`config.mk`:
```
export PLATFORM = sky130hd
export DESIGN_NAME = mem_arbiter
export DESIGN_NICKNAME = d
export VERILOG_FILES = /design/src/rtl/mem_arb_pkg.sv /design/src/rtl/mem_arbiter_burst_counter.sv /design/src/rtl/mem_arbiter.sv
export SDC_FILE = /design/constraint.sdc
export NUM_CORES = 1
export LEC_CHECK = 0
export ABC_AREA = 1
export BUFFER_PORTS_ARGS = -buffer_cell sky130_fd_sc_hd__buf_2
export CORE_AREA = 2 2 102 104
export CTS_BUF_LIST = sky130_fd_sc_hd__clkbuf_2
export DETAILED_ROUTE_END_ITERATION = 8
export DIE_AREA = 0 0 104 106
export PLACE_DENSITY_LB_ADDON = 0.3
export SLEW_MARGIN = 40
export SYNTH_ARGS = -nofsm -noshare
export SYNTH_HDL_FRONTEND = slang
export SYNTH_SLANG_ARGS = --single-unit
export TNS_END_PERCENT = 20
```
`constraint.sdc`:
```
create_clock -name clk -period 1.84 [get_ports clk]
set_input_delay 0.184 -clock clk [delete_from_list [all_inputs] [get_ports clk]]
set_output_delay 0.184 -clock clk [all_outputs]
set_load 0.02 [all_outputs]
```
`src/rtl/mem_arb_pkg.sv`:
```
// Shared types and constants for the two-port memory arbiter.
package mem_arb_pkg;

  typedef enum logic [1:0] {
    IDLE = 2'd0,
    OWN0 = 2'd1,
    OWN1 = 2'd2
  } arb_state_e;

  localparam logic PORT_CPU = 1'b0;
  localparam logic PORT_AUX = 1'b1;

endpackage

```
`src/rtl/mem_arbiter_burst_counter.sv`:
```
// Saturating ownership-length counter; at_limit flags the last allowed cycle of a burst.
module burst_counter #(
  parameter int unsigned MAX_BURST = 8
) (
  input  logic clk,
  input  logic rst,
  input  logic clr,
  input  logic inc,
  output logic at_limit
);

  localparam int unsigned CNT_W = (MAX_BURST > 2) ? $clog2(MAX_BURST) : 1;

  logic [CNT_W-1:0] cnt;

  assign at_limit = (cnt == CNT_W'(MAX_BURST - 1));

  always_ff @(posedge clk or negedge rst) begin
    if (!rst) begin
      cnt <= '0;
    end else if (clr) begin
      cnt <= '0;
    end else if (inc && !at_limit) begin
      cnt <= cnt + CNT_W'(1);
    end
  end

endmodule

```
`src/rtl/mem_arbiter.sv`:
```
// Two-port arbiter sharing one single-ported memory between the CPU and an auxiliary master.
module mem_arbiter
  import mem_arb_pkg::*;
#(
  parameter int unsigned ADDR_W    = 32,
  parameter int unsigned DATA_W    = 32,
  parameter int unsigned MAX_BURST = 8
) (
  input  logic              clk,
  input  logic              rst,
  input  logic              req0,
  input  logic              req1,
  input  logic              we0,
  input  logic              we1,
  input  logic [ADDR_W-1:0] addr0,
  input  logic [ADDR_W-1:0] addr1,
  input  logic [DATA_W-1:0] wdata0,
  input  logic [DATA_W-1:0] wdata1,
  output logic              gnt0,
  output logic              gnt1,
  output logic [DATA_W-1:0] rdata,
  output logic              mem_we,
  output logic [ADDR_W-1:0] mem_addr,
  output logic [DATA_W-1:0] mem_wdata,
  input  logic [DATA_W-1:0] mem_rdata
);

  arb_state_e state, state_next;
  logic       rr_last;
  logic       at_limit;
  logic       cnt_clr;
  logic       cnt_inc;

  burst_counter #(.MAX_BURST(MAX_BURST)) u_burst_counter (
    .clk      (clk),
    .rst      (rst),
    .clr      (cnt_clr),
    .inc      (cnt_inc),
    .at_limit (at_limit)
  );

  always_ff @(posedge clk or negedge rst) begin
    if (!rst) begin
      state   <= IDLE;
      rr_last <= PORT_AUX;
    end else begin
      state <= state_next;
      if (state_next != state) begin
        if (state_next == OWN0) rr_last <= PORT_CPU;
        if (state_next == OWN1) rr_last <= PORT_AUX;
      end
    end
  end

  // Owner keeps the bus until it releases or the other side has waited a full burst.
  always_comb begin
    state_next = state;
    case (state)
      IDLE: begin
        if (req0 && req1)  state_next = (rr_last == PORT_AUX) ? OWN0 : OWN1;
        else if (req0)     state_next = OWN0;
        else if (req1)     state_next = OWN1;
      end
      OWN0: begin
        if (req0 && (!req1 || !at_limit)) state_next = OWN0;
        else if (req1)                    state_next = OWN1;
        else                              state_next = IDLE;
      end
      OWN1: begin
        if (req1 && (!req0 || !at_limit)) state_next = OWN1;
        else if (req0)                    state_next = OWN0;
        else                              state_next = IDLE;
      end
      default: state_next = IDLE;
    endcase
  end

  assign cnt_clr = (state_next != state) && (state_next != IDLE);
  assign cnt_inc = (state_next == state) && (state != IDLE);

  assign gnt0  = (state == OWN0);
  assign gnt1  = (state == OWN1);
  assign rdata = mem_rdata;

  // Write strobe is gated by the owner's live req so a dropped request never writes.
  always_comb begin
    mem_we    = 1'b0;
    mem_addr  = '0;
    mem_wdata = '0;
    case (state)
      OWN0: begin
        mem_we    = we0 & req0;
        mem_addr  = addr0;
        mem_wdata = wdata0;
      end
      OWN1: begin
        mem_we    = we1 & req1;
        mem_addr  = addr1;
        mem_wdata = wdata1;
      end
      default: ;
    endcase
  end

endmodule

```
==> summary.md, run 1 <==
| Metric | Value |
|---|---|
| Initial antenna violation count | `2` |
| Count of flip-flops with a built-in enable after synthesis | `0` |
| Max FO, Critical Path | `33` |
| Standard cell area after detailed placement | `0.00285 mm²` |
| Synth area leaders | `sky130_fd_sc_hd__nand2_1, sky130_fd_sc_hd__a21oi_1, sky130_fd_sc_hd__buf_4, sky130_fd_sc_hd__dfrtp_1, sky130_fd_sc_hd__ha_1` |
| Worst-margin pin slew | `0.318 ns` |
| Sequential-to-total area share from yosys stat | `0.0880` |
| Syn Area/Cell | `5.31 µm²` |
| Clock buffer depth | `2` |
| Combinational group share of total power | `0.932` |
| Total length of routed wires | `7870 µm` |
| HP Class | `input port to async pin` |
| Die boundary width | `104 µm` |
| Remaining global-route overflow | `0` |
| #FFs+latches synth | `6` |
| End-of-flow core utilization | `0.306` |
| Standby leakage power | `1.57 nW` |
| Weighted congestion at the end of routability-driven global placement | `0.890` |
| DRC violations left | `0` |
| Post-synth top cells | `sky130_fd_sc_hd__nand2_1, sky130_fd_sc_hd__a21oi_1, sky130_fd_sc_hd__buf_4` |
| Clock transition at the register clock pins on the worst setup and hold paths after CTS | `0.07 ns` |
| Setup repair after global routing missed its margin | `yes` |
| Switching share of power | `0.609` |
| Clock group share of total power | `0.022` |
| Reported max-cap violation count | `0` |
| Design internal power | `0.00186 W` |
| Core area | `0.0100 mm²` |
| Overall power consumption | `0.00477 W` |
| Post-route design area | `0.00306 mm²` |
| Total number of nets in the final design | `664` |
| Peak supply drop | `0.582 mV` |
| Final Max Slew Viols | `0` |
| Ys Warns | `0` |
| Setup slack after layout | `0.0528 ns` |
| Setup slack of the most critical reg-to-reg path | `0.11 ns` |
| Post-route antenna net violation count | `0` |
| Average wire per cell in the routed design | `12.6 µm` |
| Number of search-and-repair iterations in the first detailed-routing pass | `4` |
| Sequential power share | `0.046` |
| Library cells used by synthesis | `23` |
| Die Y | `106 µm` |
| Startpoint type of the worst setup path | `register` |
| Proportion of synthesized flip-flops having asynchronous set or reset | `1.00` |
| Syn nets | `498` |
| Number of instances in the synthesized netlist | `324` |
| CP endpoint kind | `primary output` |
| Final Hold Violating Endpoints | `0` |
| Pin count of the biggest net entering global routing | `38` |
| Number of top-level pins | `265` |
| Global-route usage over all layers | `0.133` |
| Relative slew slack | `0.787` |
| Fin crit period | `1.79 ns` |
| Worst clock skew on the final layout | `0.00145 ns` |
| Fillcell total | `1,156` |
| Count of input and output buffers | `200` |
| Final setup vio count | `0` |
| Type of the setup path with the least slack | `register to primary output` |
| Number of CTS-inserted buffers | `3` |
| 1st-iter DRT viols | `100` |
| Reg2reg path depth | `14` |
| Clock tree from TritonCTS | `built` |
| Signed area change from the synthesized netlist to the final layout | `77.7%` |
| Reg-to-reg startpoint | `u_burst_counter.cnt[0]` |
| Post-synth top area cell | `sky130_fd_sc_hd__nand2_1` |
| Number of vias in the routed layout | `2,654` |
| Cell Pwr Density | `1560 mW/mm²` |
| Wire length of the first global-routing pass | `12,400 µm` |
| Starting density of the core | `0.172` |
| Number of global-route vias before repair | `2,597` |
| Share of the cycle needed by the critical path after routing | `0.971` |
| Count leader, synth | `sky130_fd_sc_hd__nand2_1` |
| Peak clock frequency supported by timing | `560 MHz` |
| Rows | `37` |
| Worst-Skew Late Latency | `0.21 ns` |
| Share of post-route cells with drive strength above 1 | `0.605` |
| Run status | `completed` |
| Buffer type at the clock tree root | `sky130_fd_sc_hd__clkbuf_2` |
| Fraction of post-synthesis cell area in the top cell type by area | `0.323` |
| Fin Setup TNS | `0 ns` |
| Required time at the worst-slack endpoint | `1.66 ns` |
| WP data arrival | `1.60 ns` |
| Area enclosed by the die boundary | `0.0110 mm²` |
| Post-synthesis instance area | `0.00172 mm²` |
| Worst setup slack after placement | `0.000900 ns` |
| Capturing point of the worst reg2reg path | `u_burst_counter.cnt[1]` |
| Most used DFF post-synth | `sky130_fd_sc_hd__dfrtp_1` |
| Total number of H-tree levels | `1` |
| Via density per instance | `4.24` |
| Sinks on Clock Net | `6` |
| Net switching component of the power | `0.00290 W` |
| Post-DP HPWL | `6380 µm` |
what timing repair did:
action                                  4_1_cts  5_1_grt
endpoints found under the setup margin       67       69
gates cloned                                  0        1
buffers inserted                              3        2
resized for setup                            12       16
hold buffers                                  1        0
pin swaps                                     0        0
endpoints found under the hold margin         6        0
how the worst max path moves through the flow:
| stage | startpoint | endpoint | slack, ns | depth (start not counted) |
|---|---|---|---|---|
| 2_1_floorplan | state[1] | mem_addr[14] | -0.09 | 6 |
| 4_1_cts | state[0] | mem_addr[5] | 0.03 | 6 |
| 6_report | state[0] | mem_addr[5] | 0.05 | 6 |
| 5_1_grt | state[0] | u_burst_counter.cnt[0] | -0.05 | 14 |
| 3_5_place_dp | state[0] | mem_wdata[27] | 0.0009 | 6 |
| 3_3_place_gp | state[0] | u_burst_counter.cnt[0] | 0.05 | 14 |
flip-flops by register name, indices dropped and copies added, names as in the netlist:
signal / count
rr_last: 1
state: 2
u_burst_counter.cnt: 3
power groups by stage:
stage	Sequential (W)	Clock [W]	Combinational, W
detailed placement	0.000231	0	0.00403
finish	0.000218	0.000107	0.00444
floorplan	0.000222	0	0.00290
global placement	0.000226	0	0.00398
CTS	0.000215	0.000112	0.00422
global route	0.000223	0.000118	0.00487
metal layers:
layer,vias up,routed length [µm],share of wire,global-route usage
met3,30,546,0.069,0.0264
li1,1327,-,-,-
met2,105,3770,0.48,0.233
met4,2,212,0.027,0.0444
met5,-,16,0.0020,0
met1,1190,3330,0.42,0.164
stage by stage:
stage | instances | hold WS (ns)
finish | 626 | 0.315
global placement | 614 | 0.0169
floorplan | 324 | -0.112
global route | 625 | 0.313
CTS | 622 | 0.305
detailed placement | 614 | 0.0203
logic make-up (layout without fill, tap and decap cells):
group / Yosys count / in the layout / share of synthesized area
other: 0 / 1 / 0
DFF: 6 / 6 / 0.0880
and+or+nand+nor: 175 / 175 / 0.421
buffers and inverters: 68 / 233 / 0.236
AOI/OAI and AO/OA: 67 / 67 / 0.197
adders and majority gates: 8 / 8 / 0.0582
worst max-delay path, stage by stage (launching register included):
cell and delay, ns:
sky130_fd_sc_hd__dfrtp_1 0.38, sky130_fd_sc_hd__buf_4 0.15, sky130_fd_sc_hd__ha_4 0.18, sky130_fd_sc_hd__buf_12 0.18, sky130_fd_sc_hd__nand2_1 0.12, sky130_fd_sc_hd__a21oi_4 0.19
sky130_fd_sc_hd__buf_4 0.16
final cells by class:
type / count / area, µm² / share of cell area
inverter: 14 / 71.3 / 0.0233
antenna: 1 / 2.50 / 0.000819
timing repair buffer: 215 / 1220 / 0.400
tap: 136 / 170 / 0.0557
clock buffer: 4 / 20.0 / 0.00655
multi-input combinational: 250 / 1420 / 0.465
sequential: 6 / 151 / 0.0495
placed cells by master, fill, tap and decap left out, drive strengths merged:
| master | count |
|---|---|
| diode | 1 |
| buf | 213 |
| nand3 | 15 |
| clkinv | 1 |
| nor2 | 1 |
| nand2 | 158 |
| inv | 12 |
| dfrtp | 5 |
| a21oi | 66 |
| ha | 8 |
| clkbuf | 5 |
| o21ai | 1 |
| dfstp | 1 |
| nand3b | 1 |
| bufinv | 1 |
| dlygate4sd3 | 1 |
(Power assumes the default switching activity.)
==> run 2, diff against run 1 <==
--- a/config.mk
+++ b/config.mk
@@ -7,13 +7,14 @@
 export LEC_CHECK = 0
 export ABC_AREA = 1
 export BUFFER_PORTS_ARGS = -buffer_cell sky130_fd_sc_hd__buf_2
-export CORE_AREA = 2 2 102 104
+export CORE_AREA = 2 2 101 103
 export CTS_BUF_LIST = sky130_fd_sc_hd__clkbuf_2
 export DETAILED_ROUTE_END_ITERATION = 8
-export DIE_AREA = 0 0 104 106
+export DIE_AREA = 0 0 103 105
 export PLACE_DENSITY_LB_ADDON = 0.3
 export SLEW_MARGIN = 40
 export SYNTH_ARGS = -nofsm -noshare
 export SYNTH_HDL_FRONTEND = slang
+export SYNTH_HIERARCHICAL = 1
 export SYNTH_SLANG_ARGS = --single-unit
 export TNS_END_PERCENT = 20
==> summary.md, run 2 <==
| Metric | Value |
|---|---|
| Worst-Skew Late Latency | `0.22 ns (was 0.21 ns)` |
| Count of input and output buffers | `200 (unchanged)` |
| Total buffers and inverters traversed by the critical path | `4 (was 3)` |
| WP data arrival | `1.95 ns (was 1.60 ns)` |
| Setup repair after global routing missed its margin | `yes (unchanged)` |
| Reported max-cap violation count | `0 (unchanged)` |
| Starting density of the core | `0.175 (was 0.172)` |
| Run status | `completed (unchanged)` |
| Remaining global-route overflow | `0 (unchanged)` |
| Number of search-and-repair iterations in the first detailed-routing pass | `5 (was 4)` |
| Clock transition at the register clock pins on the worst setup and hold paths after CTS | `0.07 ns (about the same)` |
| Worst setup slack after placement | `-0.0954 ns (was 0.000900 ns)` |
| Max incr delay on CP | `0.40 ns (was 0.38 ns)` |
| Critical path's most frequent cell | `sky130_fd_sc_hd__nand2_1 (was sky130_fd_sc_hd__buf_4)` |
| Fillcell total | `1,080 (was 1,156)` |
| Critical Path, Cell by Cell | `ha_2 > ha_4 > inv_1 > nand2_1 > nand2_1 > nand2_1 > inv_1 > nand2_2 > nand2_4 > nand2_2 > nand2_2 > inv_2 > a21oi_2 > clkinv_2 > nand3_1 > nand2_1 (was buf_4 > ha_4 > buf_12 > nand2_1 > a21oi_4 > buf_4)` |
| Sequential power share | `0.044 (was 0.046)` |
| Met1 wire length | `2900 µm (was 3330 µm)` |
| Ys Warns | `6 (was 0)` |
| Setup slack after layout | `0.0142 ns (was 0.0528 ns)` |
| Startpoint type of the worst setup path | `register (unchanged)` |
| Sequential-to-total area share from yosys stat | `0.0895 (was 0.0880)` |
| Clock buffer depth | `2 (unchanged)` |
| Number of global-route vias before repair | `2,284 (was 2,597)` |
| Top Metal Used | `met4 (was met5)` |
| Number of vias in the routed layout | `2,724 (was 2,654)` |
| Sinks on Clock Net | `6 (unchanged)` |
| Post-synthesis instance area | `0.00169 mm² (was 0.00172 mm²)` |
| Fin crit period | `1.83 ns (was 1.79 ns)` |
| Number of antenna cells inserted | `0 (was 1)` |
| Cell with the largest stage delay on the worst path | `sky130_fd_sc_hd__dfrtp_1 (unchanged)` |
| Final-layout worst hold slack | `0.298 ns (was 0.315 ns)` |
| Total length of routed met3 wires | `612 µm (was 546 µm)` |
| Number of instances in the synthesized netlist | `322 (was 324)` |
| Post-synth top cells | `sky130_fd_sc_hd__nand2_1, sky130_fd_sc_hd__a21oi_1, sky130_fd_sc_hd__buf_4 (unchanged)` |
| Number of top-level pins | `265 (unchanged)` |
| Clock tree from TritonCTS | `built (unchanged)` |
| Post-DP HPWL | `5680 µm (was 6380 µm)` |
| 1st-iter DRT viols | `109 (was 100)` |
| Required time at the worst-slack endpoint | `1.96 ns (was 1.66 ns)` |
| Metal2 WL | `4330 µm (was 3770 µm)` |
| Syn nets | `496 (was 498)` |
| Average wire per cell in the routed design | `12.6 µm (about the same)` |
| HP Class | `input port to async pin (unchanged)` |
| Count leader, synth | `sky130_fd_sc_hd__nand2_1 (unchanged)` |
| Relative slew slack | `0.859 (was 0.787)` |
| Final Hold Violating Endpoints | `0 (unchanged)` |
| Final setup vio count | `0 (unchanged)` |
| Pin count of the biggest net entering global routing | `37 (was 38)` |
| Worst clock skew on the final layout | `0.00646 ns (was 0.00145 ns)` |
| Buffer type at the clock tree root | `sky130_fd_sc_hd__clkbuf_2 (unchanged)` |
| Clock group share of total power | `0.022 (about the same)` |
| Standby leakage power | `1.62 nW (was 1.57 nW)` |
| Total number of nets in the final design | `672 (was 664)` |
| Type of the setup path with the least slack | `register to register (was register to primary output)` |
| #FFs+latches synth | `6 (unchanged)` |
| Switching share of power | `0.570 (was 0.609)` |
| Syn Area/Cell | `5.25 µm² (was 5.31 µm²)` |
| Post-route antenna net violation count | `0 (unchanged)` |
| Cell Pwr Density | `1570 mW/mm² (was 1560 mW/mm²)` |
| Capturing point of the worst reg2reg path | `u_burst_counter/cnt[2] (was u_burst_counter.cnt[1])` |
| Peak clock frequency supported by timing | `548 MHz (was 560 MHz)` |
| Standard cell area after detailed placement | `0.00268 mm² (was 0.00285 mm²)` |
| Reg2reg path depth | `16 (was 14)` |
| Largest delay share family, worst path | `simple AND/OR/NAND/NOR gates (was buffers and inverters)` |
| Area enclosed by the die boundary | `0.0108 mm² (was 0.0110 mm²)` |
| Register with the most flip-flops | `u_burst_counter/cnt (was u_burst_counter.cnt)` |
| Fraction of post-synthesis cell area in the top cell type by area | `0.322 (was 0.323)` |
| Worst-margin pin slew | `0.212 ns (was 0.318 ns)` |
| Most frequent standard cell in the layout excluding fill and tap cells | `sky130_fd_sc_hd__buf_2 (unchanged)` |
| Share of the cycle needed by the critical path after routing | `0.992 (was 0.971)` |
| Flip-flop count of the largest register after layout | `3 (unchanged)` |
| Max FO, Critical Path | `6 (was 33)` |
| DRC violations left | `0 (unchanged)` |
| Total number of H-tree levels | `1 (unchanged)` |
| Largest regs | `u_burst_counter/cnt x3, state x2, rr_last x1 (was u_burst_counter.cnt x3, state x2, rr_last x1)` |
| Signed area change from the synthesized netlist to the final layout | `92.7% (was 77.7%)` |
| Initial antenna violation count | `0 (was 2)` |
| Design internal power | `0.00220 W (was 0.00186 W)` |
| Die Y | `105 µm (was 106 µm)` |
| Number of CTS-inserted buffers | `3 (unchanged)` |
| Final Max Slew Viols | `0 (unchanged)` |
| Synth area leaders | `sky130_fd_sc_hd__nand2_1, sky130_fd_sc_hd__a21oi_1, sky130_fd_sc_hd__buf_4, sky130_fd_sc_hd__dfrtp_1, sky130_fd_sc_hd__ha_1 (unchanged)` |
| Library cells used by synthesis | `19 (was 23)` |
| Combinational group share of total power | `0.934 (was 0.932)` |
| Count of flip-flops with a built-in enable after synthesis | `0 (unchanged)` |
| Peak supply drop | `0.821 mV (was 0.582 mV)` |
| Rows | `36 (was 37)` |
| Global-route usage over all layers | `0.113 (was 0.133)` |
| Core area | `0.00964 mm² (was 0.0100 mm²)` |
| Commonest cells after routing, fill and taps aside | `sky130_fd_sc_hd__buf_2, sky130_fd_sc_hd__nand2_1, sky130_fd_sc_hd__buf_4 (was sky130_fd_sc_hd__buf_2, sky130_fd_sc_hd__nand2_1, sky130_fd_sc_hd__a21oi_2)` |
| Die boundary width | `103 µm (was 104 µm)` |
| Weighted congestion at the end of routability-driven global placement | `0.789 (was 0.890)` |
| Reg-to-reg startpoint | `u_burst_counter/cnt[1] (was u_burst_counter.cnt[0])` |
| Via density per instance | `4.32 (was 4.24)` |
| Post-route design area | `0.00326 mm² (was 0.00306 mm²)` |
| Wire length of the first global-routing pass | `10,000 µm (was 12,400 µm)` |
| Total length of routed wires | `7960 µm (was 7870 µm)` |
| CP endpoint kind | `register (was primary output)` |
| Share of post-route cells with drive strength above 1 | `0.598 (was 0.605)` |
| Most used DFF post-synth | `sky130_fd_sc_hd__dfrtp_1 (unchanged)` |
| Net switching component of the power | `0.00292 W (was 0.00290 W)` |
| Post-synth top area cell | `sky130_fd_sc_hd__nand2_1 (unchanged)` |
| Proportion of synthesized flip-flops having asynchronous set or reset | `1.00 (unchanged)` |
| Setup slack of the most critical reg-to-reg path | `0.01 ns (was 0.11 ns)` |
run 2: cell families (layout without fill, tap and decap cells):
| kind of cell | count (synthesis) | in the layout | share of synthesized area |
|---|---|---|---|
| buffers and inverters | 68 | 243 | 0.232 |
| flip-flops | 6 | 6 | 0.0895 |
| adder cells (fa/ha/maj) | 8 | 8 | 0.0592 |
| AND/OR/NAND/NOR | 174 | 174 | 0.425 |
| AO/OA/AOI/OAI | 66 | 66 | 0.195 |
run 2: power groups by stage:
stage          sequential, W  clock, W  combinational (W)
6_report            0.000227  0.000111            0.00479
4_1_cts             0.000220  0.000116            0.00393
3_5_place_dp        0.000219         0            0.00367
5_1_grt             0.000232  0.000121            0.00517
3_3_place_gp        0.000217         0            0.00360
2_1_floorplan       0.000221         0            0.00248
run 2: per-stage QoR:
stage                      util  cells  total power (W)   TNS, ns
after detailed placement  0.278    614          0.00389    -0.275
after floorplan               -    322          0.00270         0
after global routing      0.338    630          0.00552     -1.05
final                     0.338    630          0.00513         0
after global placement    0.278    614          0.00382         0
after CTS                 0.291    620          0.00426  -0.00185
run 2: final cells by class:
type	instances	area (µm²)	area share
timing repair buffer	224	1480	0.453
multi-input combinational	248	1390	0.425
tap	133	166	0.0511
sequential	6	153	0.0468
inverter	15	57.6	0.0177
clock buffer	4	20.0	0.00614
run 2: how the worst max path moves through the flow:
stage,startpoint,endpoint,depth (start not counted)
after global placement,u_burst_counter/cnt[0],u_burst_counter/cnt[1],17
final,u_burst_counter/cnt[1],u_burst_counter/cnt[2],16
after detailed placement,u_burst_counter/cnt[0],u_burst_counter/cnt[1],17
after global routing,u_burst_counter/cnt[0],u_burst_counter/cnt[0],17
after floorplan,state[1],u_burst_counter/cnt[0],18
after CTS,state[1],u_burst_counter/cnt[2],18
run 2: layer usage:
metal	track usage	vias up
met5	0	-
met4	0.0254	0
met3	0.0174	12
met2	0.229	122
met1	0.116	1255
li1	-	1335
run 2: timing repair:
| action | in CTS | in global routing |
|---|---|---|
| cloned | 1 | 2 |
| pin swaps | 1 | 8 |
| setup endpoints to repair | 34 | 68 |
| hold buffers | 1 | 0 |
| endpoints found under the hold margin | 6 | 0 |
| buffers inserted | 0 | 8 |
| gates resized for setup | 16 | 104 |
==> run 3, diff against run 2 <==
--- a/config.mk
+++ b/config.mk
@@ -8,7 +8,7 @@
 export ABC_AREA = 1
 export BUFFER_PORTS_ARGS = -buffer_cell sky130_fd_sc_hd__buf_2
 export CORE_AREA = 2 2 101 103
-export CTS_BUF_LIST = sky130_fd_sc_hd__clkbuf_2
+export CTS_BUF_LIST = sky130_fd_sc_hd__clkbuf_4
 export DETAILED_ROUTE_END_ITERATION = 8
 export DIE_AREA = 0 0 103 105
 export PLACE_DENSITY_LB_ADDON = 0.3
==> summary.md, run 3 (synthesis gave the netlist of run 2 again) <==
| Metric | Value |
|---|---|
| Run status | `finished with violations (was completed)` |
| Violated checks | `setup timing` |
| Post-route antenna net violation count | `0 (unchanged)` |
| Overall power consumption | `0.00439 W (was 0.00513 W)` |
| Total number of nets in the final design | `664 (was 672)` |
| Number of antenna cells inserted | `0 (unchanged)` |
| Sinks on Clock Net | `6 (unchanged)` |
| Fin crit period | `1.85 ns (was 1.83 ns)` |
| Cell with the largest stage delay on the worst path | `sky130_fd_sc_hd__dfrtp_1 (unchanged)` |
| Number of vias in the routed layout | `2,634 (was 2,724)` |
| Wire length of the first global-routing pass | `10,000 µm (unchanged)` |
| Critical Path, Cell by Cell | `inv_1 > ha_2 > buf_12 > nand2_1 > a21oi_2 > buf_4 (was ha_2 > ha_4 > inv_1 > nand2_1 > nand2_1 > nand2_1 > inv_1 > nand2_2 > nand2_4 > nand2_2 > nand2_2 > inv_2 > a21oi_2 > clkinv_2 > nand3_1 > nand2_1)` |
| Buffer type at the clock tree root | `sky130_fd_sc_hd__clkbuf_4 (was sky130_fd_sc_hd__clkbuf_2)` |
| Flip-flop count of the largest register after layout | `3 (unchanged)` |
| Post-DP HPWL | `5680 µm (unchanged)` |
| Post-route design area | `0.00288 mm² (was 0.00326 mm²)` |
| Worst clock skew on the final layout | `0.00476 ns (was 0.00646 ns)` |
| Number of non-filler instances in the completed layout | `622 (was 630)` |
| Largest regs | `u_burst_counter/cnt x3, state x2, rr_last x1 (unchanged)` |
| Most frequent standard cell in the layout excluding fill and tap cells | `sky130_fd_sc_hd__buf_2 (unchanged)` |
| Max FO, Critical Path | `36 (was 6)` |
| Setup slack after layout | `-0.00506 ns (was 0.0142 ns)` |
| Initial antenna violation count | `0 (unchanged)` |
| Worst-Skew Late Latency | `0.25 ns (was 0.22 ns)` |
| DRC violations left | `0 (unchanged)` |
| Number of CTS-inserted buffers | `3 (unchanged)` |
| Required time at the worst-slack endpoint | `1.66 ns (was 1.96 ns)` |
| Die boundary width | `103 µm (unchanged)` |
| WP data arrival | `1.66 ns (was 1.95 ns)` |
| Clock buffer depth | `2 (unchanged)` |
| Final setup vio count | `2 (was 0)` |
| Average wire per cell in the routed design | `11.8 µm (was 12.6 µm)` |
| Pin count of the biggest net entering global routing | `37 (unchanged)` |
| Register with the most flip-flops | `u_burst_counter/cnt (unchanged)` |
| HP Class | `input port to async pin (unchanged)` |
| Final Hold Violating Endpoints | `0 (unchanged)` |
| Design internal power | `0.00181 W (was 0.00220 W)` |
| Count of input and output buffers | `200 (unchanged)` |
| Number of search-and-repair iterations in the first detailed-routing pass | `4 (was 5)` |
| Peak clock frequency supported by timing | `542 MHz (was 548 MHz)` |
| Startpoint type of the worst setup path | `register (unchanged)` |
| Via density per instance | `4.23 (was 4.32)` |
| Relative slew slack | `0.861 (was 0.859)` |
| Sequential power share | `0.050 (was 0.044)` |
| Number of global-route vias before repair | `2,284 (unchanged)` |
| Reported max-cap violation count | `0 (unchanged)` |
| Fin Setup TNS | `-0.00652 ns (was 0 ns)` |
| Peak supply drop | `0.837 mV (was 0.821 mV)` |
| Global-route usage over all layers | `0.113 (unchanged)` |
| Clock tree from TritonCTS | `built (unchanged)` |
| Core area | `0.00964 mm² (unchanged)` |
| Remaining global-route overflow | `0 (unchanged)` |
| Max incr delay on CP | `0.37 ns (was 0.40 ns)` |
| Worst-margin pin slew | `0.208 ns (was 0.212 ns)` |
| Commonest cells after routing, fill and taps aside | `sky130_fd_sc_hd__buf_2, sky130_fd_sc_hd__nand2_1, sky130_fd_sc_hd__a21oi_1 (was sky130_fd_sc_hd__buf_2, sky130_fd_sc_hd__nand2_1, sky130_fd_sc_hd__buf_4)` |
| Clock group share of total power | `0.034 (was 0.022)` |
| Clock transition at the register clock pins on the worst setup and hold paths after CTS | `0.05 ns (was 0.07 ns)` |
| Number of top-level pins | `265 (unchanged)` |
| Total number of H-tree levels | `1 (unchanged)` |
| Share of the cycle needed by the critical path after routing | `1.00 (was 0.992)` |
| Final Max Slew Viols | `0 (unchanged)` |
| Type of the setup path with the least slack | `register to primary output (was register to register)` |
| Standby leakage power | `1.55 nW (was 1.62 nW)` |
| Area enclosed by the die boundary | `0.0108 mm² (unchanged)` |
| Net switching component of the power | `0.00258 W (was 0.00292 W)` |
| CP endpoint kind | `primary output (was register)` |
| Die Y | `105 µm (unchanged)` |
| Starting density of the core | `0.175 (unchanged)` |
| Post-placement cell count | `614 (unchanged)` |
| Cell Pwr Density | `1520 mW/mm² (was 1570 mW/mm²)` |
| Share of post-route cells with drive strength above 1 | `0.509 (was 0.598)` |
| Reg2reg path depth | `17 (was 16)` |
| 1st-iter DRT viols | `82 (was 109)` |
| Rows | `36 (unchanged)` |
| Signed area change from the synthesized netlist to the final layout | `70.5% (was 92.7%)` |
| Total length of routed wires | `7320 µm (was 7960 µm)` |
| Combinational group share of total power | `0.916 (was 0.934)` |
| Standard cell area after detailed placement | `0.00268 mm² (unchanged)` |
| Weighted congestion at the end of routability-driven global placement | `0.789 (unchanged)` |
| Switching share of power | `0.587 (was 0.570)` |
| Setup repair after global routing missed its margin | `yes (unchanged)` |
run 3: per-layer routing:
metal,routed length [µm],share of wire,GRT usage
met4,112,0.015,0.0254
met5,0,0,0
met3,611,0.083,0.0174
met2,3810,0.52,0.229
met1,2780,0.38,0.116
run 3: final cells by class:
type                    instances  area [µm²]
clock buffers                   4        30.0
inverters                      15        57.6
multi-input cells             248        1210
repair buffers                216        1260
fillers                      1114        6760
flip-flops and latches          6         151
well taps                     133         166
run 3: what timing repair did:
item,CTS,global route
gates cloned,1,0
hold endpoints to repair,6,0
resized for setup,16,20
setup endpoints to repair,35,69
hold buffers,1,0
pin swaps,1,2
setup buffers,0,2
run 3: power by group through the flow:
stage / clock network, W / registers (W) / logic [W]
2_1_floorplan: 0 / 0.000221 / 0.00248
3_3_place_gp: 0 / 0.000217 / 0.00360
3_5_place_dp: 0 / 0.000219 / 0.00367
4_1_cts: 0.000156 / 0.000220 / 0.00393
5_1_grt: 0.000160 / 0.000224 / 0.00441
6_report: 0.000149 / 0.000218 / 0.00402
run 3: critical path: cells and delay by family, from the launching register on:
family	cells	cell delay [ns]
compound gates	1	0.19
fa+ha+maj	1	0.26
buf+inv	3	0.48
flops	1	0.37
simple gates	1	0.09
run 3: final timing paths:
path	from	end	slack [ns]
min in group clk	mem_rdata[15]	rdata[15]	0.37
min	rst	u_burst_counter/cnt[1]	0.28
max	state[1]	mem_wdata[16]	-0.005
min reg2reg	rr_last	rr_last	0.46
max reg2reg	u_burst_counter/cnt[1]	u_burst_counter/cnt[2]	0.03
max in group asynchronous	rst	rr_last	1.33
run 3: metrics by stage:
stage               hold WS, ns  setup slack [ns]   util
floorplan                -0.112            0.0286      -
global placement         0.0174           0.00238  0.278
detailed placement       0.0245           -0.0954  0.278
CTS                       0.287          -0.00419  0.292
global route              0.303            -0.152  0.299
finish                    0.283          -0.00506  0.299
